[src/rtl/frame_len_queue_pkg.sv]
// Shared constants for the bit-tick pacing logic: frame sizing, MTU and FSM encodings.
// The timetable and current-value translator blocks take their constants from here too.
package frame_len_queue_pkg;

  localparam int TICKS_PER_UNIT = 16;
  localparam int MTU_UNITS      = 95;
  localparam int LEN_W          = 8;
  localparam int TXCNT_W        = 12;

  localparam logic [1:0] ST_IDLE = 2'b00;
  localparam logic [1:0] ST_TX   = 2'b01;
  localparam logic [1:0] ST_GAP  = 2'b10;

  // The tick counter holds (remaining ticks - 1), so 0 marks the last tick of the frame.
  function automatic logic [TXCNT_W-1:0] tick_load(input logic [LEN_W-1:0] len);
    return TXCNT_W'(len) * TXCNT_W'(TICKS_PER_UNIT) - TXCNT_W'(1);
  endfunction

endpackage

[src/rtl/frame_len_queue_len_fifo.sv]
// Synchronous length FIFO. The head entry is always presented on dout_o.
// Callers must not push when full or pop when empty.
module frame_len_queue_len_fifo
  import frame_len_queue_pkg::*;
#(
  parameter int DEPTH  = 8,
  parameter int ADDR_W = 3
) (
  input  logic              cnt_clk,
  input  logic              rst_n,
  input  logic              push_i,
  input  logic              pop_i,
  input  logic [LEN_W-1:0]  din_i,
  output logic [LEN_W-1:0]  dout_o,
  output logic              full_o,
  output logic              empty_o,
  output logic [ADDR_W:0]   count_o
);

  localparam logic [ADDR_W:0] FULL_CNT = (ADDR_W+1)'(DEPTH);

  logic [LEN_W-1:0]  mem_q [DEPTH];
  logic [ADDR_W-1:0] wr_ptr_q, rd_ptr_q;
  logic [ADDR_W:0]   count_q, count_d;

  // Storage carries no reset; the count masks stale entries.
  always_ff @(posedge cnt_clk) begin
    if (push_i) mem_q[wr_ptr_q] <= din_i;
  end

  always_comb begin
    count_d = count_q;
    case ({push_i, pop_i})
      2'b10:   count_d = count_q + 1'b1;
      2'b01:   count_d = count_q - 1'b1;
      default: count_d = count_q;
    endcase
  end

  always_ff @(posedge cnt_clk or negedge rst_n) begin
    if (!rst_n) begin
      wr_ptr_q <= '0;
      rd_ptr_q <= '0;
      count_q  <= '0;
    end else begin
      if (push_i) wr_ptr_q <= wr_ptr_q + 1'b1;
      if (pop_i)  rd_ptr_q <= rd_ptr_q + 1'b1;
      count_q <= count_d;
    end
  end

  assign dout_o  = mem_q[rd_ptr_q];
  assign full_o  = (count_q == FULL_CNT);
  assign empty_o = (count_q == '0);
  assign count_o = count_q;

endmodule

[src/rtl/frame_len_queue.sv]
// Per-queue frame-length store: presents the head length to the arbiter and times
// the granted frame at 16 ticks per unit, with a one-tick zero gap after every frame.
module frame_len_queue
  import frame_len_queue_pkg::*;
#(
  parameter int DEPTH   = 8,
  parameter int ADDR_W  = 3,
  parameter int MAX_LEN = MTU_UNITS
) (
  input  logic              cnt_clk,
  input  logic              rst_n,
  input  logic              push_valid_i,
  input  logic [LEN_W-1:0]  push_len_i,
  output logic              push_ready_o,
  input  logic              go_i,
  output logic [LEN_W-1:0]  pkt_len_o,
  output logic              tx_busy_o,
  output logic              tx_done_o,
  output logic              tx_abort_o,
  output logic              drop_o,
  output logic              len_err_o,
  output logic [ADDR_W:0]   count_o
);

  logic [1:0]         state_q, state_d;
  logic [TXCNT_W-1:0] tx_cnt_q, tx_cnt_d;
  logic [LEN_W-1:0]   tx_len_q, tx_len_d;
  logic               busy_q, busy_d;
  logic               done_q, done_d;
  logic               abort_q, abort_d;
  logic               drop_q, len_err_q;

  logic               full, empty, len_ok, push_ok, pop;
  logic [LEN_W-1:0]   head;

  // Rejections look at the current fill level only, so a same-tick pop never rescues a full push.
  assign len_ok  = (push_len_i != '0) && (push_len_i <= LEN_W'(MAX_LEN));
  assign push_ok = push_valid_i && len_ok && !full;
  assign pop     = (state_q == ST_IDLE) && go_i && !empty;

  frame_len_queue_len_fifo #(
    .DEPTH  (DEPTH),
    .ADDR_W (ADDR_W)
  ) u_fifo (
    .cnt_clk (cnt_clk),
    .rst_n   (rst_n),
    .push_i  (push_ok),
    .pop_i   (pop),
    .din_i   (push_len_i),
    .dout_o  (head),
    .full_o  (full),
    .empty_o (empty),
    .count_o (count_o)
  );

  always_comb begin
    state_d  = state_q;
    tx_cnt_d = tx_cnt_q;
    tx_len_d = tx_len_q;
    busy_d   = busy_q;
    done_d   = 1'b0;
    abort_d  = 1'b0;
    case (state_q)
      ST_IDLE: begin
        if (pop) begin
          tx_len_d = head;
          tx_cnt_d = tick_load(head);
          busy_d   = 1'b1;
          state_d  = ST_TX;
        end
      end
      ST_TX: begin
        if (!go_i) begin
          abort_d = 1'b1;
          busy_d  = 1'b0;
          state_d = ST_GAP;
        end else if (tx_cnt_q == '0) begin
          done_d  = 1'b1;
          busy_d  = 1'b0;
          state_d = ST_GAP;
        end else begin
          tx_cnt_d = tx_cnt_q - 1'b1;
        end
      end
      ST_GAP:  state_d = ST_IDLE;
      default: begin
        busy_d  = 1'b0;
        state_d = ST_IDLE;
      end
    endcase
  end

  always_ff @(posedge cnt_clk or negedge rst_n) begin
    if (!rst_n) begin
      state_q   <= ST_IDLE;
      tx_cnt_q  <= '0;
      tx_len_q  <= '0;
      busy_q    <= 1'b0;
      done_q    <= 1'b0;
      abort_q   <= 1'b0;
      drop_q    <= 1'b0;
      len_err_q <= 1'b0;
    end else begin
      state_q   <= state_d;
      tx_cnt_q  <= tx_cnt_d;
      tx_len_q  <= tx_len_d;
      busy_q    <= busy_d;
      done_q    <= done_d;
      abort_q   <= abort_d;
      drop_q    <= push_valid_i && len_ok && full;
      len_err_q <= push_valid_i && !len_ok;
    end
  end

  always_comb begin
    pkt_len_o = '0;
    case (state_q)
      ST_IDLE: pkt_len_o = empty ? '0 : head;
      ST_TX:   pkt_len_o = tx_len_q;
      default: pkt_len_o = '0;
    endcase
  end

  assign push_ready_o = !full;
  assign tx_busy_o    = busy_q;
  assign tx_done_o    = done_q;
  assign tx_abort_o   = abort_q;
  assign drop_o       = drop_q;
  assign len_err_o    = len_err_q;

endmodule

[config.mk]
export PLATFORM = sky130hd
export DESIGN_NAME = frame_len_queue
export DESIGN_NICKNAME = d
export VERILOG_FILES = /design/src/rtl/frame_len_queue_pkg.sv /design/src/rtl/frame_len_queue_len_fifo.sv /design/src/rtl/frame_len_queue.sv
export SDC_FILE = /design/constraint.sdc
export NUM_CORES = 1
export LEC_CHECK = 0
export ABC_AREA = 0
export CORE_ASPECT_RATIO = 1.75
export CORE_UTILIZATION = 45
export CTS_BUF_LIST = sky130_fd_sc_hd__clkbuf_4
export CTS_CLUSTER_SIZE = 8
export DETAILED_ROUTE_END_ITERATION = 8
export GPL_ROUTABILITY_DRIVEN = 0
export GPL_TIMING_DRIVEN = 0
export HOLD_SLACK_MARGIN = 0.05
export SETUP_SLACK_MARGIN = 0.4
export SYNTH_ARGS = -nofsm -noshare
export SYNTH_HDL_FRONTEND = slang
export SYNTH_HIERARCHICAL = 1
export SYNTH_SLANG_ARGS = --single-unit
[constraint.sdc]
create_clock -name cnt_clk -period 5.7 [get_ports cnt_clk]
set_input_delay 1.425 -clock cnt_clk [delete_from_list [all_inputs] [get_ports cnt_clk]]
set_output_delay 1.425 -clock cnt_clk [all_outputs]
set_load 0.05 [all_outputs]
== Word-level counts from Yosys, hierarchy flattened ==
Memory sizes are Yosys's and may differ from the RTL's.
Index checks and enable logic that the tools add are counted.

* Register bits: 37
* RAM bits: 64
* Bits of input ports: 12
* Output and inout bits: 18
* Word-level logic and storage cells: 71
* Memories kept: 1

{| class="wikitable"
|+ Memories
! name !! words !! bits a word !! read ports !! clocked after Yosys merged registers in !! wr ports !! RTL line !! source
|-
| u_fifo.mem_q || 8 || 8 || 1 || 0 || 1 || frame_len_queue_len_fifo.sv:22 || <nowiki>logic [LEN_W-1:0] mem_q [DEPTH];</nowiki>
|}

* $add $sub $neg: 6
* Magnitude comparators: 1
* Equal/unequal tests: 9
* Mux-type cells: 22
* Bitwise operators: 1
* Reductions and logical operators: 20

{| class="wikitable"
|+ Operators with widths
! cell !! number
|-
| two-way mux 12 bit || 3
|-
| case mux 12 bit (2 select lines) || 1
|-
| subtractor 12 x 1 -> 12 bit, second input constant || 2
|-
| case mux 8 bit (2 select lines) || 1
|-
| zero test 12 bit || 1
|-
| two-way mux 1 bit || 10
|-
| <= comparator 8 x 7 -> 1 bit, second input constant || 1
|-
| two-way mux 8 bit || 1
|-
| case mux 4 bit (2 select lines) || 1
|-
| nonzero test 8 bit || 1
|-
| logical AND 1 bit || 7
|-
| adder 3 x 1 -> 3 bit, second input constant || 2
|-
| two-way mux 2 bit || 3
|-
| adder 4 x 1 -> 4 bit, second input constant || 1
|-
| == test 2 x 1 -> 1 bit, second input constant || 2
|-
| == test 2 bit, second input constant || 2
|-
| == test 4 bit, second input constant || 1
|-
| zero test 4 bit || 1
|-
| inequality test 2 bit, second input constant || 2
|-
| case mux 2 bit (2 select lines) || 1
|-
| AND reduction 2 bit || 2
|-
| AND reduction 4 bit || 1
|-
| nonzero test 2 bit || 2
|-
| subtractor 4 x 1 -> 4 bit, second input constant || 1
|-
| other kinds (7) || 9
|}

== Logic depth before layout (Yosys ltp) ==
Gate-level depths: netlist of the first run.

* Word-level depth: 6
* Mapped depth: 11
* Gate-level depth less buffers: 11

== Hierarchy ==
The synthesis of the first run kept the hierarchy.

{| class="wikitable"
|+ By module, submodules not included
! module !! instances !! cells an instance !! area each (um^2) !! seq. area each (um^2)
|-
| frame_len_queue_len_fifo || 1 || 153 || 3085.5 || 2172.1
|-
| frame_len_queue || 1 || 182 || 1516.5 || 675.6
|}

== Worst setup path after synthesis of the first run ==
No wires, ideal clock.

* Path kind: input to register
* Start: input port push_len_i[1]
* End: register u_fifo.count_q[3], in the netlist u_fifo/count_o[3]
* Library setup time: 0.090 ns
* Arrival time: 3.722 ns
* Required time: 5.610 ns
* Path slack: 1.887 ns
* Stages on the path: 10
* Cell sequence: or4_1 > nor4_1 > a211oi_1 > and3_1 > inv_1 > ha_1 > clkbuf_1 > or4b_2 > a21o_1 > o221ai_1

* Word-level cells in the longest chain between the ends: 6
* Elaborated cells between the ends (all ways): 9

{| class="wikitable"
|+ RTL lines
! what !! RTL line !! source
|-
| start: declaration || frame_len_queue.sv:13 || <nowiki>input logic [LEN_W-1:0] push_len_i,</nowiki>
|-
| <= comparator 8 x 7 -> 1 bit or nonzero test 8 bit (tied branches) || frame_len_queue.sv:37 || <nowiki>assign len_ok = (push_len_i != '0) && (push_len_i <= LEN_W'(MAX_LEN));</nowiki>
|-
| logical AND 1 bit * || frame_len_queue.sv:37 ||
|-
| logical AND 1 bit * (2 in series) || frame_len_queue.sv:38 || <nowiki>assign push_ok = push_valid_i && len_ok && !full;</nowiki>
|-
| named net push_ok || frame_len_queue.sv:33 || <nowiki>logic full, empty, len_ok, push_ok, pop;</nowiki>
|-
| == test 2 x 1 -> 1 bit or == test 2 bit (tied branches) || frame_len_queue_len_fifo.sv:33 || <nowiki>case ({push_i, pop_i})</nowiki>
|-
| case mux 4 bit (2 select lines) or nonzero test 2 bit (tied branches) || -- ||
|-
| end signal: assignment || frame_len_queue_len_fifo.sv:48 || <nowiki>count_q <= count_d;</nowiki>
|-
| end: declaration || frame_len_queue_len_fifo.sv:24 || <nowiki>logic [ADDR_W:0] count_q, count_d;</nowiki>
|}

The timed path passes the listed nets; every way through them passes the cells marked *.
A chain may end at the register's enable or synchronous reset.

== Worst setup path in the final report of the first run ==
* Start: register u_fifo.rd_ptr_q[1]
* End: output port pkt_len_o[0]

* Word-level cells in the longest chain between the ends: 3

{| class="wikitable"
|+ RTL lines
! what !! RTL line !! source
|-
| start: declaration || frame_len_queue_len_fifo.sv:23 || <nowiki>logic [ADDR_W-1:0] wr_ptr_q, rd_ptr_q;</nowiki>
|-
| start signal: assignment || frame_len_queue_len_fifo.sv:47 || <nowiki>if (pop_i) rd_ptr_q <= rd_ptr_q + 1'b1;</nowiki>
|-
| memory (8 x 8 bit) || -- ||
|-
| named net head[0] || frame_len_queue.sv:34 || <nowiki>logic [LEN_W-1:0] head;</nowiki>
|-
| two-way mux 8 bit || frame_len_queue.sv:118 || <nowiki>ST_IDLE: pkt_len_o = empty ? '0 : head;</nowiki>
|-
| case mux 8 bit (2 select lines) || frame_len_queue.sv:117 || <nowiki>case (state_q)</nowiki>
|-
| end: declaration || frame_len_queue.sv:16 || <nowiki>output logic [LEN_W-1:0] pkt_len_o,</nowiki>
|}

The timed path passes the listed nets, and every way through them passes these cells.

==> metrics.md, run 1 <==
| Metric | Value |
|---|---|
| Outcome | `completed` |
| Synth Register Bits | `101` |
| Syn. warnings | `6` |
| Multi-input gate area | `1614 sq um` |
| Mean Syn Cell Area | `13.74 sq um` |
| Worst R2R Start | `u_fifo/count_o[1]` |
| Lkg Pwr | `1.925 nW` |
| Post-synthesis compound-gate area fraction | `6.987%` |
| Largest cells by area after synthesis | `edfxtp_1, dfrtp_1, mux4_1, nand2_1, mux2_2` |
| Slew HR | `14.27%` |
| Cell Rows | `48` |
| Postcts setup bufs | `0` |
| Initial antenna violation count | `1` |
| Vias in the first global route | `2731` |
| Clock Path Buffers | `2` |
| Clock Skew | `22.45 ps` |
| Cell count after synthesis | `335` |
| Synth top area share | `41.76%` |
| Final WL | `8.682 mm` |
| Worst setup SP type | `register` |
| Peak VDD IR | `0.0002713 V` |
| Gr ovfl total | `0` |
| Crit path cell chain | `buf_2, buf_1, mux4_1, mux2_2, inv_1, nor3_1, a21oi_1, nor2_1, clkdlybuf4s50_1` |
| Final core utilization | `52.17%` |
| Via/cell ratio | `5.354` |
| H-tree Lvls | `3` |
| Final hold viol count | `0` |
| End of the worst register-to-register path | `u_fifo/count_o[3]` |
| Port bufs | `29` |
| Worst Path Buf+Inv | `4` |
| # IOs | `30` |
| Worst skew pair latency | `450 ps` |
| Die Y | `135.8 um` |
| Min-delay src | `tx_len_q[7]` |
| First-pass GRT wire length | `13.96 mm` |
| Worst Max-Slew Pin Slew | `1276 ps` |
| Clock root cell | `clkbuf_4` |
| Total global-route track usage | `18.06%` |
| Max Fclk | `212.6 MHz` |
| Post-synth top area cell | `edfxtp_1` |
| Pin count of the biggest net entering global routing | `38` |
| FILL cells | `854` |
| Post-synth EDFFs | `64` |
| Placed instance count | `489` |
| Core footprint | `9910 sq um` |
| Placed wire-length estimate | `6.421 mm` |
| CP endpoint kind | `primary output` |
| Cell family with most CP delay | `buffers and inverters` |
| Register Area | `2848 sq um` |
| Seq/Total Area, Yosys | `61.88%` |
| Largest family of logic cells by synthesized area | `multiplexers` |
| Syn Nets | `355` |
| Slew Limit Fails | `0` |
| Layout cells sized above 1 | `10.53%` |
| # hold bufs at CTS | `0` |
| Syn-to-layout area delta | `12.34%` |
| Hold path endpoint | `tx_len_q[7]` |
| DR vias | `2709` |
| Maxcap violations | `0` |
| FF-to-FF path depth | `10` |
| FF-to-FF setup slack | `2210 ps` |
| Nets | `395` |
| Power per cell area | `502.2 nW/um^2` |
| Multiplexer share of the synthesized area | `12.04%` |
| Synth Area in XOR/XNOR | `2.474%` |
| First-pass detailed-route iteration total | `4` |
| Clk pin slew, worst setup/hold paths | `150 ps` |
| DRT iter0 DRCs | `111` |
| Die width | `78.45 um` |
| DRT antenna net count | `0` |
| Final setup violation count | `0` |
| Tcrit/Tclk final | `82.52%` |
| Final setup TNS | `0 ps` |
| Post-CTS Resized | `0` |
| DR WL/cell | `17.16 um` |
| Min-Delay Path Class | `register to register` |
| Unrepaired setup endpoints after global routing | `false` |
| Worst hold path depth | `2` |
| Critical Path Max Stage Delay | `700 ps` |
| Full die area | `10650 sq um` |
| Detailed-route DRC error count | `0` |
| TritonCTS buffer count | `9` |
| Final min period | `4704 ps` |
| Starting Density | `46.44%` |
| Final Non-Filler Cells | `506` |
| Worst Path Max Fanout | `10` |
| CP arrival | `3280 ps` |
| Simple-gate area share of the yosys netlist | `11.39%` |
| Distinct cells, synth | `47` |
| WS Path Type | `register to primary output` |
| Synth Flop Type | `edfxtp_1` |
| Synthesized cell area | `4602 sq um` |
| Synth Area in Adders | `2.175%` |
| Req. time, crit path | `4280 ps` |
| CTS tree | `done` |
| Worst path slowest cell | `clkdlybuf4s50_1` |
| TritonCTS Sinks | `101` |
| Post-synth ARST share | `36.63%` |
power breakdown:
group	switching (mW)	internal (mW)	leakage (nW)	total, mW
Combinational	0.723	0.502	0.839	1.23
Clock	0.239	0.0994	0.0649	0.338
Sequential	0.110	0.922	1.02	1.03
Total	1.07	1.52	1.93	2.60
worst reg2reg max path, delay by kind of cell, from the launching register on:
kind / cells / cell delay (ps)
compound gates: 2 / 240
fa+ha+maj: 1 / 330
buf+inv: 4 / 860
flops: 1 / 400
simple gates: 3 / 1580
area by class of cell:
| cell class | count | area share, % |
|---|---|---|
| sequential | 101 | 55.08 |
| inverter | 12 | 0.8712 |
| antenna | 1 | 0.04840 |
| tap | 125 | 3.025 |
| clock inverter | 6 | 0.9439 |
| timing repair buffer | 29 | 5.518 |
| buffer | 15 | 1.839 |
| multi-input combinational | 207 | 31.22 |
| clock buffer | 10 | 1.452 |
through the flow:
stage | hold slack (ps) | cell area [sq um] | worst slack (ps) | power (mW)
2_1_floorplan | 446.7 | 4602 | 1887 | 1.943
3_3_place_gp | 461.4 | 5049 | 1004 | 2.265
3_5_place_dp | 464.1 | 5044 | 870.8 | 2.287
4_1_cts | 496.9 | 5167 | 887.5 | 2.631
5_1_grt | 512.4 | 5170 | 759.4 | 2.784
6_report | 496.4 | 5170 | 996.1 | 2.596
layer usage:
metal / up-vias / wire [um] / track usage (%)
li1: 1344 / - / -
met1: 1311 / 3387 / 19.62
met2: 41 / 4909 / 33.53
met3: 13 / 180 / 3.300
met4: 0 / 206 / 8.128
met5: - / 0 / 0
cell families after synthesis:
logic type | after synthesis
XOR/XNOR | 13
multiplexers | 28
AND/OR/NAND/NOR | 106
adder cells (fa/ha/maj) | 8
AO/OA/AOI/OAI | 52
flip-flops | 101
buffers and inverters | 27
worst max path at each step:
| stage | start | cells after the start | to | slack [ps] |
|---|---|---|---|---|
| final | u_fifo/rd_ptr_q[1] | 9 | pkt_len_o[0] | 1000 |
| after global routing | u_fifo/rd_ptr_q[1] | 9 | pkt_len_o[0] | 760 |
| after CTS | u_fifo/rd_ptr_q[1] | 9 | pkt_len_o[0] | 890 |
| after detailed placement | push_len_i[1] | 7 | u_fifo/mem_q[0][3] | 870 |
| after global placement | push_len_i[1] | 11 | u_fifo/count_o[3] | 1000 |
| after floorplan | push_len_i[1] | 10 | u_fifo/count_o[3] | 1890 |
cells in the final DEF, fill, tap and decap left out, types with 3 or more instances in the layout:
| master | Yosys | routed |
|---|---|---|
| edfxtp_1 | 64 | 64 |
| nor2_1 | 26 | 26 |
| and3_1 | 4 | 4 |
| nand2b_1 | 5 | 5 |
| nand4_1 | 3 | 3 |
| nor2b_1 | 5 | 5 |
| o21ai_0 | 13 | 13 |
| clkdlybuf4s50_1 | 0 | 28 |
| nor3_1 | 10 | 10 |
| buf_2 | 6 | 7 |
| nor4_1 | 3 | 3 |
| a21oi_1 | 15 | 15 |
| clkbuf_1 | 5 | 5 |
| xnor2_1 | 7 | 7 |
| ha_1 | 8 | 8 |
| xor2_1 | 6 | 6 |
| a22oi_1 | 9 | 9 |
| dfrtp_1 | 37 | 37 |
| mux2_2 | 11 | 11 |
| clkbuf_4 | 0 | 10 |
| or4_1 | 3 | 3 |
| inv_1 | 11 | 11 |
| nand2_1 | 37 | 37 |
| mux4_1 | 16 | 16 |
cell usage after synthesis (all sizes together) (2+ instances only):
cell type,count
edfxtp,64
dfrtp,37
nand2,37
nor2,26
mux4,16
a21oi,15
o21ai,15
inv,12
mux2,11
buf,10
nor3,10
a22oi,9
ha,8
xnor2,7
xor2,6
clkbuf,5
nand2b,5
nor2b,5
and3,4
nor4,4
nand4,3
or4,3
o21a,2
o221ai,2
o22ai,2
or3,2
registers in the layout, summed over array words and instances (netlist names):
register and flops:
tx_len_q 8, drop_o 1, tx_abort_o 1, u_fifo/wr_ptr_q 3
u_fifo/count_o 4, u_fifo/mem_q 64, tx_cnt_q 12, tx_done_o 1
tx_busy_o 1, u_fifo/rd_ptr_q 3, state_q 2, len_err_o 1
No activity file was read; power rests on OpenSTA's default activity.
==> run 2, diff against run 1 <==
Settings changed: PLACE_DENSITY set to 0.66.
Clock period 5.7 ns to 4.2 ns, I/O delays scaled along.
==> run 2 against run 1 <==
Effect of this change:
- setup slack got worse by 490 ps
- power up 34%
- first-iteration DRC count is 17% higher
- clock skew shrank 17 ps
- final area shrank 0.46%
- sequential power is 37% higher
- critical path depth unchanged
- wire length decreased by 0.58%
- final cell count unchanged
- combinational power increased by 33%
==> metrics.md, run 2 (synthesis gave the netlist of run 1 again) <==
| Metric | Value |
|---|---|
| Combinational cell fraction of total power | `47.0%` |
| Finished Cell Area | `5146 sq um` |
| Final setup violation count | `0` |
| DR vias | `2763` |
| Worst path slowest cell | `mux4_1` |
| Largest Register | `u_fifo/mem_q` |
| CP endpoint kind | `primary output` |
| Clock share of power | `12.6%` |
| Worst Path Max Fanout | `10` |
| Clk pin slew, worst setup/hold paths | `140 ps` |
| P_int | `2.017 mW` |
| FILL cells | `881` |
| First-pass GRT wire length | `13.70 mm` |
| Final WL | `8.632 mm` |
| Cell Rows | `48` |
| Syn-to-layout area delta | `11.83%` |
| Lkg Pwr | `1.944 nW` |
| Final min period | `3692 ps` |
| Max reg flops | `64` |
| H-tree Lvls | `3` |
| Die Y | `135.8 um` |
| Clock Skew | `5.762 ps` |
| Maxcap violations | `0` |
| Starting Density | `46.44%` |
| Most common cell after layout, fill and taps aside | `edfxtp_1` |
| Cell family with most CP delay | `multiplexers` |
| Regs by FF count | `u_fifo/mem_q (64), tx_cnt_q (12), tx_len_q (8)` |
| Worst Path Buf+Inv | `4` |
| Tot Pwr | `3.477 mW` |
| Worst Max-Slew Pin Slew | `1198 ps` |
| Req. time, crit path | `3150 ps` |
| Vias in the first global route | `2739` |
| Nets | `396` |
| Layout cells sized above 1 | `13.95%` |
| Slew HR | `19.55%` |
| Max Fclk | `270.9 MHz` |
| WS Path Type | `register to primary output` |
| Min-delay src | `tx_len_q[4]` |
| TritonCTS Sinks | `101` |
| Crit path cell chain | `buf_6, buf_12, mux4_1, mux2_2, inv_1, nor3_1, a21oi_1, nor2_1, buf_2` |
| Reported net switching power | `1.461 mW` |
| Min Hold Slack | `495.0 ps` |
| # hold bufs at CTS | `0` |
| CTS tree | `done` |
| CP arrival | `2640 ps` |
| Die width | `78.45 um` |
| Full die area | `10650 sq um` |
| # IOs | `30` |
| Final setup TNS | `0 ps` |
| Tcrit/Tclk final | `87.90%` |
| DR WL/cell | `17.06 um` |
| DRT iter0 DRCs | `130` |
| Dpl cell area | `5044 sq um` |
| Total global-route track usage | `17.57%` |
| Detailed-route DRC error count | `0` |
| Worst R2R Start | `u_fifo/count_o[1]` |
| Min-Delay Path Class | `register to register` |
| CP Launch Point | `u_fifo/rd_ptr_q[0]` |
| Gr ovfl total | `0` |
| Critical Path Max Stage Delay | `560 ps` |
| First-pass detailed-route iteration total | `4` |
| Peak VDD IR | `0.0004031 V` |
| Most frequent cells in the layout | `edfxtp_1, nand2_1, dfrtp_1` |
| Port bufs | `29` |
| Worst setup SP type | `register` |
| Reg power frac | `40.4%` |
| Final hold viol count | `0` |
| Slew Limit Fails | `0` |
| Final Non-Filler Cells | `506` |
| Worst skew pair latency | `440 ps` |
| Pin count of the biggest net entering global routing | `38` |
| DRT antenna net count | `0` |
| Unrepaired setup endpoints after global routing | `true` |
| Core footprint | `9910 sq um` |
| Initial antenna violation count | `1` |
| Placed wire-length estimate | `6.253 mm` |
| Clock root cell | `clkbuf_4` |
| Placed instance count | `489` |
| Power per cell area | `675.7 nW/um^2` |
| Outcome | `completed` |
| Clock Path Buffers | `2` |
| Sw Share | `42.01%` |
| Via/cell ratio | `5.460` |
| TritonCTS buffer count | `9` |
-- run 2: cell count changes in the layout (fill, tap and decap cells not counted), sizes merged --
| cell | delta |
|---|---|
| buf | +9 |
| clkdlybuf4s50 | -12 |
| clkinv | +1 |
| clkinvlp | -1 |
| dlygate4sd2 | +4 |
| inv | -1 |
-- run 2: final cells by class --
type | instances | area [sq um] | share of cell area, %
Sequential cell | 101 | 2848 | 55.34
Multi-Input combinational cell | 207 | 1638 | 31.83
Timing Repair Buffer | 30 | 247.7 | 4.814
Tap cell | 125 | 156.4 | 3.039
Buffer | 15 | 96.34 | 1.872
Clock buffer | 10 | 75.07 | 1.459
Inverter | 12 | 45.04 | 0.8753
Clock inverter | 5 | 37.54 | 0.7294
Antenna cell | 1 | 2.502 | 0.04863
-- run 2: repair_timing --
action / in CTS / in global routing
resized for setup: 34 / 17
setup buffers: 0 / 1
endpoints found under the setup margin: 23 / 9
-- run 2: worst reg2reg max path, cell delays in order (launching register included) --
cell	delay, ps
dfrtp_1	400
buf_2	170
nor4_2	490
or3_1	180
clkbuf_1	250
inv_1	270
ha_1	330
clkbuf_1	190
or4b_2	660
a21o_1	190
o221ai_1	80
-- run 2: per-layer routing --
metal	track usage, %	vias up	routed length [um]
li1	-	1342	-
met1	18.59	1363	3407
met2	32.80	44	4832
met3	3.232	14	199
met4	8.642	0	193
met5	0	-	0
-- run 2: power groups by stage --
stage | Clock [mW] | Sequential, mW | Combinational (mW)
2_1_floorplan | 0 | 1.48 | 1.15
3_3_place_gp | 0 | 1.41 | 1.65
3_5_place_dp | 0 | 1.43 | 1.68
4_1_cts | 0.457 | 1.40 | 1.67
5_1_grt | 0.497 | 1.43 | 1.77
6_report | 0.438 | 1.41 | 1.63
-- run 2: path summary, 6_finish.rpt --
| kind | to | slack (ps) | cells past startpoint |
|---|---|---|---|
| min in group asynchronous | tx_cnt_q[1] | 700 | 1 |
| setup reg to reg | u_fifo/count_o[3] | 910 | 10 |
| hold reg to reg | tx_len_q[4] | 490 | 2 |
| max in group asynchronous | tx_len_q[6] | 2970 | 1 |
| hold / removal | tx_len_q[4] | 490 | 2 |
| setup / recovery | pkt_len_o[0] | 510 | 9 |
-- run 2: through the flow --
stage          util (%)  worst slack, ps
2_1_floorplan         -            762.3
3_3_place_gp      50.95           -86.21
3_5_place_dp      50.90           -227.0
4_1_cts           52.20            308.9
5_1_grt           51.93            308.5
6_report          51.93            508.1
==> run 3, diff against run 2 <==
Settings changed: CORE_UTILIZATION 45 to 55, PLACE_DENSITY 0.66 to 0.78, TNS_END_PERCENT set to 10.
==> run 3 against run 2 <==
Effect of this change:
- the run now ends with DRC left
- worst hold slack improved by 6.6 ps
- register-to-register slack improved by 20 ps
- global-route usage rose by 3.0 points
- largest power group unchanged
- sequential share of layout area fell by 0.29 points
- utilization rose by 13 points
- clock-buffer cell count rose by 1
- die area fell by 18%
- clock power rose by 11%
- maximum frequency fell by 6.3%
- non-clock buffer count rose by 4
- via count rose by 2.5%
- clock skew rose by 9.3 ps
==> metrics.md, run 3 (synthesis gave the netlist of run 1 again) <==
| Metric | Value |
|---|---|
| Outcome | `complete, but fails checks` |
| Failing checks | `DRC` |
| Lkg Pwr | `1.993 nW` |
| Full die area | `8751 sq um` |
| Via/cell ratio | `5.962` |
| DR vias | `2832` |
| Req. time, crit path | `4550 ps` |
| Regs by FF count | `u_fifo/mem_q (64), tx_cnt_q (12), tx_len_q (8)` |
| Final hold viol count | `0` |
| Max Fclk | `253.9 MHz` |
| First-pass detailed-route iteration total | `7` |
| Tcrit/Tclk final | `93.77%` |
| Final setup violation count | `0` |
| Met1 Use GR | `21.71%` |
| Layout cells sized above 1 | `12.21%` |
| Final WL | `8.367 mm` |
| DRT antenna net count | `0` |
| Most used routing layer | `met2` |
| Port bufs | `29` |
| Gr ovfl total | `0` |
| H-tree Lvls | `3` |
| Clk pin slew, worst setup/hold paths | `140 ps` |
| Worst path slowest cell | `or4b_2` |
| WS Path Type | `primary input to register` |
| FF-to-FF path depth | `10` |
| Min-delay src | `tx_len_q[5]` |
| Core footprint | `8016 sq um` |
| Die width | `71.15 um` |
| Final min period | `3938 ps` |
| Final setup TNS | `0 ps` |
| Maxcap violations | `0` |
| TritonCTS buffer count | `9` |
| Vias in the first global route | `2815` |
| CP arrival | `4290 ps` |
| Worst Max-Slew Pin Slew | `1240 ps` |
| Nets | `400` |
| Slew Limit Fails | `0` |
| Crit path cell chain | `clkdlybuf4s50_1, or4_1, nor4_1, a211oi_1, and3_1, inv_1, ha_1, clkbuf_1, or4b_2, a21o_1, o221ai_1` |
| Cell Rows | `43` |
| FILL cells | `595` |
| Power per cell area | `691.0 nW/um^2` |
| Finished Cell Area | `5174 sq um` |
| TritonCTS Sinks | `101` |
| Most common cell after layout, fill and taps aside | `edfxtp_1` |
| Most frequent cells in the layout | `edfxtp_1, nand2_1, dfrtp_1` |
| Antenna cell count | `0` |
| Critical Path Max Stage Delay | `650 ps` |
| Total global-route track usage | `20.61%` |
| Unrepaired setup endpoints after global routing | `true` |
| DRT iter0 DRCs | `143` |
| Dpl cell area | `5000 sq um` |
| CP Launch Point | `push_len_i[1]` |
| CP endpoint kind | `register` |
| Tot Pwr | `3.575 mW` |
| Starting Density | `57.41%` |
| # IOs | `30` |
| Min-Delay Path Class | `register to register` |
| Worst hold path depth | `2` |
| Largest Register | `u_fifo/mem_q` |
| Detailed-route DRC error count | `1` |
| Placed wire-length estimate | `6.141 mm` |
| Met3 Track Usage GR | `3.423%` |
| Initial antenna violation count | `0` |
| GRT met2 Usage | `38.63%` |
| Slew HR | `16.73%` |
| DR WL/cell | `17.61 um` |
| Worst skew pair latency | `430 ps` |
| Die Y | `123.0 um` |
| CTS tree | `done` |
| Worst setup SP type | `primary input` |
| Worst Path Max Fanout | `9` |
| Worst R2R Start | `u_fifo/count_o[1]` |
| # hold bufs at CTS | `0` |
| Clock root cell | `clkbuf_4` |
| Syn-to-layout area delta | `12.43%` |
| Clock Skew | `15.02 ps` |
| Pin count of the biggest net entering global routing | `38` |
| Clock Path Buffers | `2` |
| Max reg flops | `64` |
| Peak VDD IR | `0.0003248 V` |
| First-pass GRT wire length | `13.35 mm` |
[run 3: cell types whose count changed in the layout (fill, tap and decap cells not counted), moves of 2 or more]
| cell | previous run | this run |
|---|---|---|
| buf_2 | 16 | 9 |
| clkbuf_4 | 10 | 12 |
| clkdlybuf4s50_1 | 16 | 20 |
| buf_4 | 1 | 5 |
[run 3: final cells by class]
type	instances	area, sq um	share of cell area [%]
flip-flops and latches	101	2848	55.04
multi-input cells	207	1624	31.39
repair buffers	34	311.5	6.022
well taps	90	112.6	2.177
plain buffers	15	96.34	1.862
clock buffers	11	82.58	1.596
clock inverters	5	53.80	1.040
inverters	12	45.04	0.8706
[run 3: critical path, delay by kind of cell]
| kind | cells | cell delay [ps] |
|---|---|---|
| adders and majority gates | 1 | 230 |
| AOI/OAI and AO/OA | 3 | 380 |
| buffers and inverters | 3 | 840 |
| and+or+nand+nor | 4 | 1770 |
[run 3: what timing repair did]
item,4_1_cts,5_1_grt
endpoints found under the setup margin,25,26
cloned,0,0
setup buffers,0,5
resized for setup,12,7
[run 3: path summary, 6_finish.rpt]
path                                     end  slack, ps
setup / recovery           u_fifo/count_o[3]        260
hold / removal                   tx_len_q[5]        500
setup reg to reg           u_fifo/count_o[3]        930
hold reg to reg                  tx_len_q[5]        500
max in group asynchronous        tx_len_q[6]       2990
min in group asynchronous        tx_cnt_q[1]        690
[run 3: layer usage]
metal	up-vias	wire length [um]
li1	1358	-
met3	14	266
met5	-	0
met2	61	4850
met4	0	157
met1	1399	3093
[run 3: metrics by stage]
step           cells  hold WS, ps  util [%]  setup WS [ps]
6_report         475        501.6     64.54          261.6
3_3_place_gp     454        460.4     62.43         -91.62
3_5_place_dp     454        467.1     62.37         -185.5
2_1_floorplan    335        446.7         -          762.3
4_1_cts          470        498.1     63.93          143.7
5_1_grt          475        528.4     64.54          152.7
[run 3: power breakdown]
| group | internal, mW | total (mW) | switching, mW |
|---|---|---|---|
| combinational | 0.683 | 1.68 | 0.997 |
| sequential | 1.25 | 1.41 | 0.157 |
| clock | 0.193 | 0.487 | 0.294 |
